===== src/rtl/alu_console_seq_if.sv =====
// ALU attachment bus for alu_console_seq: operands/opcode out to a
// combinational ALU, result and flags back.
interface alu_console_seq_if #(
  parameter int DATA_W = 32
);
  logic [DATA_W-1:0] operand1;
  logic [DATA_W-1:0] operand2;
  logic [3:0]        op;
  logic [DATA_W-1:0] alu_result;
  logic              alu_negative;
  logic              alu_overflow;
  logic              alu_zero;

  // console side: drives the ALU inputs, observes its outputs
  modport master (
    output operand1, operand2, op,
    input  alu_result, alu_negative, alu_overflow, alu_zero
  );

  // ALU side
  modport slave (
    input  operand1, operand2, op,
    output alu_result, alu_negative, alu_overflow, alu_zero
  );
endinterface


===== src/rtl/alu_console_seq.sv =====
// alu_console_seq: button/switch console that loads ALU operands 16 bits at
// a time, sequences one ALU operation per exec press (IDLE->ISSUE->CAPTURE->
// DONE), captures result/flags and shows result or an operand on 7-seg digits.
// Optional macro ALU_CONSOLE_DEBOUNCE_EN adds a DEB_CYCLES debounce filter
// between each button synchroniser and its edge detector.
module alu_console_seq #(
  parameter int DATA_W     = 32,
  parameter int DIGITS     = 8,
  parameter int DEB_CYCLES = 500000
) (
  input  logic                  CLK,
  input  logic                  RST,
  input  logic                  btn_load_a,
  input  logic                  btn_load_b,
  input  logic                  btn_exec,
  input  logic                  btn_page,
  input  logic [15:0]           sw_data,
  input  logic [3:0]            sw_op,
  alu_console_seq_if.master     alu,
  output logic [DATA_W-1:0]     result_q,
  output logic [2:0]            flags_q,
  output logic                  busy,
  output logic                  done,
  output logic [1:0]            page,
  output logic [7*DIGITS-1:0]   hex
);

  localparam int B_LA = 0, B_LB = 1, B_EX = 2, B_PG = 3;

  typedef enum logic [1:0] {S_IDLE, S_ISSUE, S_CAPTURE, S_DONE} state_t;

  // Illegal configurations stop elaboration rather than misbehave silently.
  if ((DATA_W % 16) != 0 || DATA_W < 16 || DATA_W > 32 ||
      DIGITS < 1 || DIGITS > DATA_W / 4 || DEB_CYCLES < 1) begin : g_bad_param
    $error("alu_console_seq: illegal DATA_W/DIGITS/DEB_CYCLES");
  end

  logic [3:0]        btn_raw;
  logic [3:0]        ev;
  state_t            state;
  logic [DATA_W-1:0] operand1, operand2, sel;
  logic [3:0]        op;

  assign btn_raw      = {btn_page, btn_exec, btn_load_b, btn_load_a};
  assign alu.operand1 = operand1;
  assign alu.operand2 = operand2;
  assign alu.op       = op;

  for (genvar b = 0; b < 4; b++) begin : g_btn
    logic [1:0] sync;
    logic       lvl, lvl_q;

    // two-flop synchroniser for the raw asynchronous button
    always_ff @(posedge CLK or posedge RST)
      if (RST) sync <= '0;
      else     sync <= {sync[0], btn_raw[b]};

`ifdef ALU_CONSOLE_DEBOUNCE_EN
    localparam int CW = $clog2(DEB_CYCLES + 1);
    logic [CW-1:0] cnt;
    logic          filt;

    // filtered level flips only after DEB_CYCLES consecutive differing samples
    always_ff @(posedge CLK or posedge RST)
      if (RST) begin
        cnt  <= '0;
        filt <= 1'b0;
      end else if (sync[1] == filt) begin
        cnt  <= '0;
      end else if (cnt == CW'(DEB_CYCLES - 1)) begin
        cnt  <= '0;
        filt <= sync[1];
      end else begin
        cnt  <= cnt + 1'b1;
      end

    assign lvl = filt;
`else
    assign lvl = sync[1];
`endif

    // previous level for rising-edge detection: one press, one event
    always_ff @(posedge CLK or posedge RST)
      if (RST) lvl_q <= 1'b0;
      else     lvl_q <= lvl;

    assign ev[b] = lvl & ~lvl_q;
  end

  // operation sequencer; operand loads only accepted while idle, exec wins
  always_ff @(posedge CLK or posedge RST)
    if (RST) begin
      state    <= S_IDLE;
      operand1 <= '0;
      operand2 <= '0;
      op       <= '0;
      result_q <= '0;
      flags_q  <= '0;
      busy     <= 1'b0;
      done     <= 1'b0;
    end else begin
      case (state)
        S_IDLE: begin
          if (ev[B_EX]) begin
            state <= S_ISSUE;
            op    <= sw_op;
            busy  <= 1'b1;
          end else if (ev[B_LA]) begin
            operand1 <= DATA_W'({operand1, sw_data});
          end else if (ev[B_LB]) begin
            operand2 <= DATA_W'({operand2, sw_data});
          end
        end
        S_ISSUE: state <= S_CAPTURE;
        S_CAPTURE: begin
          result_q <= alu.alu_result;
          flags_q  <= {alu.alu_negative, alu.alu_overflow, alu.alu_zero};
          done     <= 1'b1;
          state    <= S_DONE;
        end
        S_DONE: begin
          done  <= 1'b0;
          busy  <= 1'b0;
          state <= S_IDLE;
        end
        default: state <= S_IDLE;
      endcase
    end

  // display page steps 0->1->2->0 regardless of sequencer state
  always_ff @(posedge CLK or posedge RST)
    if (RST)           page <= 2'd0;
    else if (ev[B_PG]) page <= (page == 2'd2) ? 2'd0 : page + 2'd1;

  // value selected for display
  always_comb begin
    sel = result_q;
    case (page)
      2'd1:    sel = operand1;
      2'd2:    sel = operand2;
      default: sel = result_q;
    endcase
  end

  function automatic logic [6:0] seg7(input logic [3:0] n);
    case (n)
      4'h0: seg7 = 7'b1000000;  4'h1: seg7 = 7'b1111001;
      4'h2: seg7 = 7'b0100100;  4'h3: seg7 = 7'b0110000;
      4'h4: seg7 = 7'b0011001;  4'h5: seg7 = 7'b0010010;
      4'h6: seg7 = 7'b0000010;  4'h7: seg7 = 7'b1111000;
      4'h8: seg7 = 7'b0000000;  4'h9: seg7 = 7'b0010000;
      4'hA: seg7 = 7'b0001000;  4'hB: seg7 = 7'b0000011;
      4'hC: seg7 = 7'b1000110;  4'hD: seg7 = 7'b0100001;
      4'hE: seg7 = 7'b0000110;  default: seg7 = 7'b0001110;
    endcase
  endfunction

  // registered segment drive; reset shows "0" on every digit
  always_ff @(posedge CLK or posedge RST)
    if (RST) hex <= {DIGITS{7'b1000000}};
    else
      for (int i = 0; i < DIGITS; i++)
        hex[7*i +: 7] <= seg7(sel[4*i +: 4]);

endmodule


===== src/flat_wrapper.sv =====
// flat-port wrapper written by rule: the top's interface ports become plain ports
module alu_console_seq_flat 
#(
  parameter int DATA_W     = 32,
  parameter int DIGITS     = 8,
  parameter int DEB_CYCLES = 500000
)
  (CLK, RST, btn_load_a, btn_load_b, btn_exec, btn_page, sw_data, sw_op, result_q, flags_q, busy, done, page, hex, alu_operand1, alu_operand2, alu_op, alu_alu_result, alu_alu_negative, alu_alu_overflow, alu_alu_zero);
  alu_console_seq_if #(.DATA_W(DATA_W)) alu_i ();
  input  logic CLK;
  input  logic RST;
  input  logic btn_load_a;
  input  logic btn_load_b;
  input  logic btn_exec;
  input  logic btn_page;
  input  logic [15:0] sw_data;
  input  logic [3:0] sw_op;
  output logic [DATA_W-1:0] result_q;
  output logic [2:0] flags_q;
  output logic busy;
  output logic done;
  output logic [1:0] page;
  output logic [7*DIGITS-1:0] hex;
  output wire logic [$bits(alu_i.operand1)-1:0] alu_operand1;
  output wire logic [$bits(alu_i.operand2)-1:0] alu_operand2;
  output wire logic [$bits(alu_i.op)-1:0] alu_op;
  input wire logic [$bits(alu_i.alu_result)-1:0] alu_alu_result;
  input wire logic [$bits(alu_i.alu_negative)-1:0] alu_alu_negative;
  input wire logic [$bits(alu_i.alu_overflow)-1:0] alu_alu_overflow;
  input wire logic [$bits(alu_i.alu_zero)-1:0] alu_alu_zero;
  assign alu_operand1 = alu_i.operand1;
  assign alu_operand2 = alu_i.operand2;
  assign alu_op = alu_i.op;
  assign alu_i.alu_result = alu_alu_result;
  assign alu_i.alu_negative = alu_alu_negative;
  assign alu_i.alu_overflow = alu_alu_overflow;
  assign alu_i.alu_zero = alu_alu_zero;
  alu_console_seq #(.DATA_W(DATA_W), .DIGITS(DIGITS), .DEB_CYCLES(DEB_CYCLES)) u_core (.CLK(CLK), .RST(RST), .btn_load_a(btn_load_a), .btn_load_b(btn_load_b), .btn_exec(btn_exec), .btn_page(btn_page), .sw_data(sw_data), .sw_op(sw_op), .alu(alu_i), .result_q(result_q), .flags_q(flags_q), .busy(busy), .done(done), .page(page), .hex(hex));
endmodule

===== config.mk =====
export PLATFORM = sky130hd
export DESIGN_NAME = alu_console_seq_flat
export DESIGN_NICKNAME = d
export VERILOG_FILES = /design/src/rtl/alu_console_seq_if.sv /design/src/rtl/alu_console_seq.sv /design/src/flat_wrapper.sv
export SDC_FILE = /design/constraint.sdc
export NUM_CORES = 1
export LEC_CHECK = 0
export BUFFER_PORTS_ARGS = -buffer_cell sky130_fd_sc_hd__buf_2
export CORE_ASPECT_RATIO = 0.5
export CORE_MARGIN = 2
export CORE_UTILIZATION = 37
export CTS_BUF_LIST = sky130_fd_sc_hd__clkbuf_16
export DETAILED_ROUTE_END_ITERATION = 6
export PLACE_DENSITY = 0.67
export SETUP_SLACK_MARGIN = 0.5
export SYNTH_ARGS = -nofsm -noshare
export SYNTH_HDL_FRONTEND = slang
export SYNTH_SLANG_ARGS = --single-unit

===== constraint.sdc =====
create_clock -name CLK -period 6 [get_ports CLK]
set_input_delay 1.2 -clock CLK [delete_from_list [all_inputs] [get_ports CLK]]
set_output_delay 1.2 -clock CLK [all_outputs]
set_load 0.01 [all_outputs]

==> results.sh <==
export IMPL_grt_pass1_wl_um=35500
export IMPL_gp_congestion=0.839
export IMPL_die_area_mm2=0.0260
export IMPL_clock_sinks=177
export IMPL_post_drt_wl_per_cell_um=18.1
export IMPL_areaGrowthSynthToFinish_pct=20.2
export IMPL_ir_drop_v=0.000267
export IMPL_fin_nets=1041
export IMPL_required_ns=6.29
export IMPL_cts_buffers=17
export IMPL_worstPathCellList="inv_1 > ha_2 > a22oi_1 > a21o_1 > ha_1 > mux2_2 > mux2i_1 > o32ai_1"
export IMPL_hold_class="reg -> reg"
export IMPL_clockRootBuffer="clkbuf_16"
export IMPL_n_fill_cell=2262
export IMPL_fp_dieH_um=115
export IMPL_synthCells=720
export IMPL_ys_seq_elements=177
export IMPL_grt_pass1_vias=6376
export IMPL_drive_gt1_share_pct=41.6
export IMPL_met1_length_um=9710
export IMPL_p_comb_share_pct=56.3
export IMPL_floorplan_initialDensity_pct=37.9
export IMPL_leakage_nw=5.37
export IMPL_status="completed"
export IMPL_synth_most_common_cell="dfrtp_1"
export IMPL_met3_length_um=898
export IMPL_ys_warn_count=0
export IMPL_slowest_delay_ns=0.89
export IMPL_register_area_mm2=0.00444
export IMPL_first_pass_iters=4
export IMPL_maxCapViolCount=0
export IMPL_drt_vias_per_instance=5.06
export IMPL_place_ws_ns=2.96
export IMPL_cts_buffer_depth=2
export IMPL_top_layer="met4"
export IMPL_drtIter0Drc=351
export IMPL_cp_slowest_cell="ha_2"
export IMPL_holdWs_ns=0.348
export IMPL_post_cts_repair_setup_buffers=0
export IMPL_multi_input_area_mm2=0.00429
export IMPL_num_vias=6442
export IMPL_coreArea_mm2=0.0241
export IMPL_synth_top_area_share_pct=46.3
export IMPL_cp_max_fo=55
export IMPL_fin_tns_setup_ns=0
export IMPL_relSlewSlack_pct=27.7
export IMPL_start_kind="flip-flop"
export IMPL_synth_top_flop_cell="dfrtp_1"
export IMPL_p_sw_share_pct=44.0
export IMPL_tightest_slew_ns=1.06
export IMPL_die_width_um=226
export IMPL_pwr_share_seq_pct=29.8
export IMPL_ys_seq_area_share_pct=48.6
export IMPL_ctsResizeCount=0
export IMPL_dp_hpwl_um=16600
export IMPL_antenna_found_initial=0
export IMPL_syn_mean_instance_area_um2=12.7
export IMPL_power_density_mw_per_mm2=704
export IMPL_htree_levels=4
export IMPL_synth_area_leaders="dfrtp_1, mux2_2, ha_1, mux2i_1, dfstp_2"
export IMPL_cts_tree="built"
export IMPL_rsz0062_at_grt="no"
export IMPL_endpoint_kind="flip-flop"
export IMPL_cts_hold_buffers=0
export IMPL_ys_top_cells_by_count="dfrtp_1, mux2_2, ha_1"
export IMPL_synthArstFlopShare_pct=100
export IMPL_clock_latency_ns=0.44
export IMPL_maxSlewViolCount=0
export IMPL_period_share_pct=50.6
export IMPL_clkSlewWorstSetupHoldPaths_ns=0.07
export IMPL_io_pins=224
export IMPL_syn_num_nets=836
export IMPL_syn_area_mm2=0.00914
export IMPL_route_detailed_drc=0
export IMPL_ys_types=44
export IMPL_switchingPower_mw=3.40
export IMPL_arrival_ns=3.33
export IMPL_fin_total_pwr_mw=7.73
export IMPL_num_antenna_cells=0
export IMPL_clock_skew_ns=0.0116
export IMPL_grt_use_total_pct=18.0
export IMPL_setup_violations=0
export IMPL_synth_edf_count=0
export IMPL_route_met2_wl_um=11900
export IMPL_routed_wl_um=23100
export IMPL_max_clock_freq_mhz=329
export IMPL_period_minus_slack_ns=3.04
export IMPL_setup_ws_ns=2.96
export IMPL_p_int_mw=4.33
export IMPL_grt_start_max_net_pins=178
export IMPL_worstSetupPathType="reg -> reg"
export IMPL_port_buffers=223
export IMPL_hold_violations=0
export IMPL_drtAntennaViolNets=0
export IMPL_grt_ovfl_total=0
export IMPL_rows=40
export IMPL_pwr_share_clk_pct=13.9
export IMPL_yosys_area_top_type="dfrtp_1"
==> critical path, delay by kind of cell, from the launching register on <==
kind            cells  cell delay, ns
mux                 2            0.41
buf+inv             1            0.15
fa+ha+maj           2            1.23
compound gates      3            0.67
flops               1            0.42
==> cells by family after synthesis <==
logic type	synth area share, %
XOR/XNOR	0.958
multiplexers	22.1
AO/OA/AOI/OAI	11.9
flip-flops	48.6
buffers and inverters	4.72
adder cells (fa/ha/maj)	7.53
AND/OR/NAND/NOR	4.26
==> path summary, 6_finish.rpt <==
check	end	depth (start not counted)	startpoint	slack (ns)
min	u_core.g_btn[1].sync[1]	0	u_core.g_btn[1].sync[0]	0.35
min in group asynchronous	u_core.result_q[21]	3	RST	1.06
max	u_core.hex[22]	8	u_core.page[0]	2.96
max in group asynchronous	u_core.hex[9]	3	RST	4.26
max reg2reg	u_core.hex[22]	8	u_core.page[0]	2.96
min reg2reg	u_core.g_btn[1].sync[1]	0	u_core.g_btn[1].sync[0]	0.35
==> power groups by stage <==
stage               clock network, mW  logic (mW)  registers [mW]
floorplan                           0        2.98            2.45
CTS                              1.11        4.39            2.31
global route                     1.16        4.81            2.38
global placement                    0        4.22            2.32
detailed placement                  0        4.36            2.33
finish                           1.08        4.35            2.31
==> cells in the final DEF (no fill, tap or decap), drive strengths merged, types with 13 or more instances in the layout <==
master  instances
a21o           24
o22ai          20
nand3          14
ha             55
a22oi          19
a22o           13
o21ai          18
nand2          22
dfrtp         169
mux2          111
clkbuf         17
mux2i          66
buf           225
nor2           25
inv            37
==> flip-flops by register name (all words and copies together), names as in the netlist <==
register             cells
u_core.alu.op            4
u_core.alu.operand1     32
u_core.alu.operand2     32
u_core.busy              1
u_core.done              1
u_core.flags_q           3
u_core.g_btn.lvl_q       4
u_core.g_btn.sync        8
u_core.hex              56
u_core.page              2
u_core.result_q         32
u_core.state             2
==> through the flow <==
stage	instances	utilization (%)	cell area [µm²]
finish	1273	45.5	11000
global route	1273	45.5	11000
CTS	1273	45.5	11000
detailed placement	1242	43.2	10400
global placement	1242	43.2	10400
floorplan	720	-	9140
==> layer usage <==
layer  global-route usage, %  up-vias
li1                        -     3040
met1                    21.8     3259
met2                    31.5      110
met3                    4.73       33
met4                    6.23        0
met5                       0        -
==> area by class of cell <==
| class | count | area share (%) |
|---|---|---|
| clock buffers | 17 | 3.87 |
| clock inverters | 14 | 1.25 |
| inverters | 34 | 1.20 |
| multi-input cells | 470 | 39.0 |
| flip-flops and latches | 177 | 40.4 |
| well taps | 336 | 3.83 |
| repair buffers | 225 | 10.4 |
(Power assumes the default switching activity.)
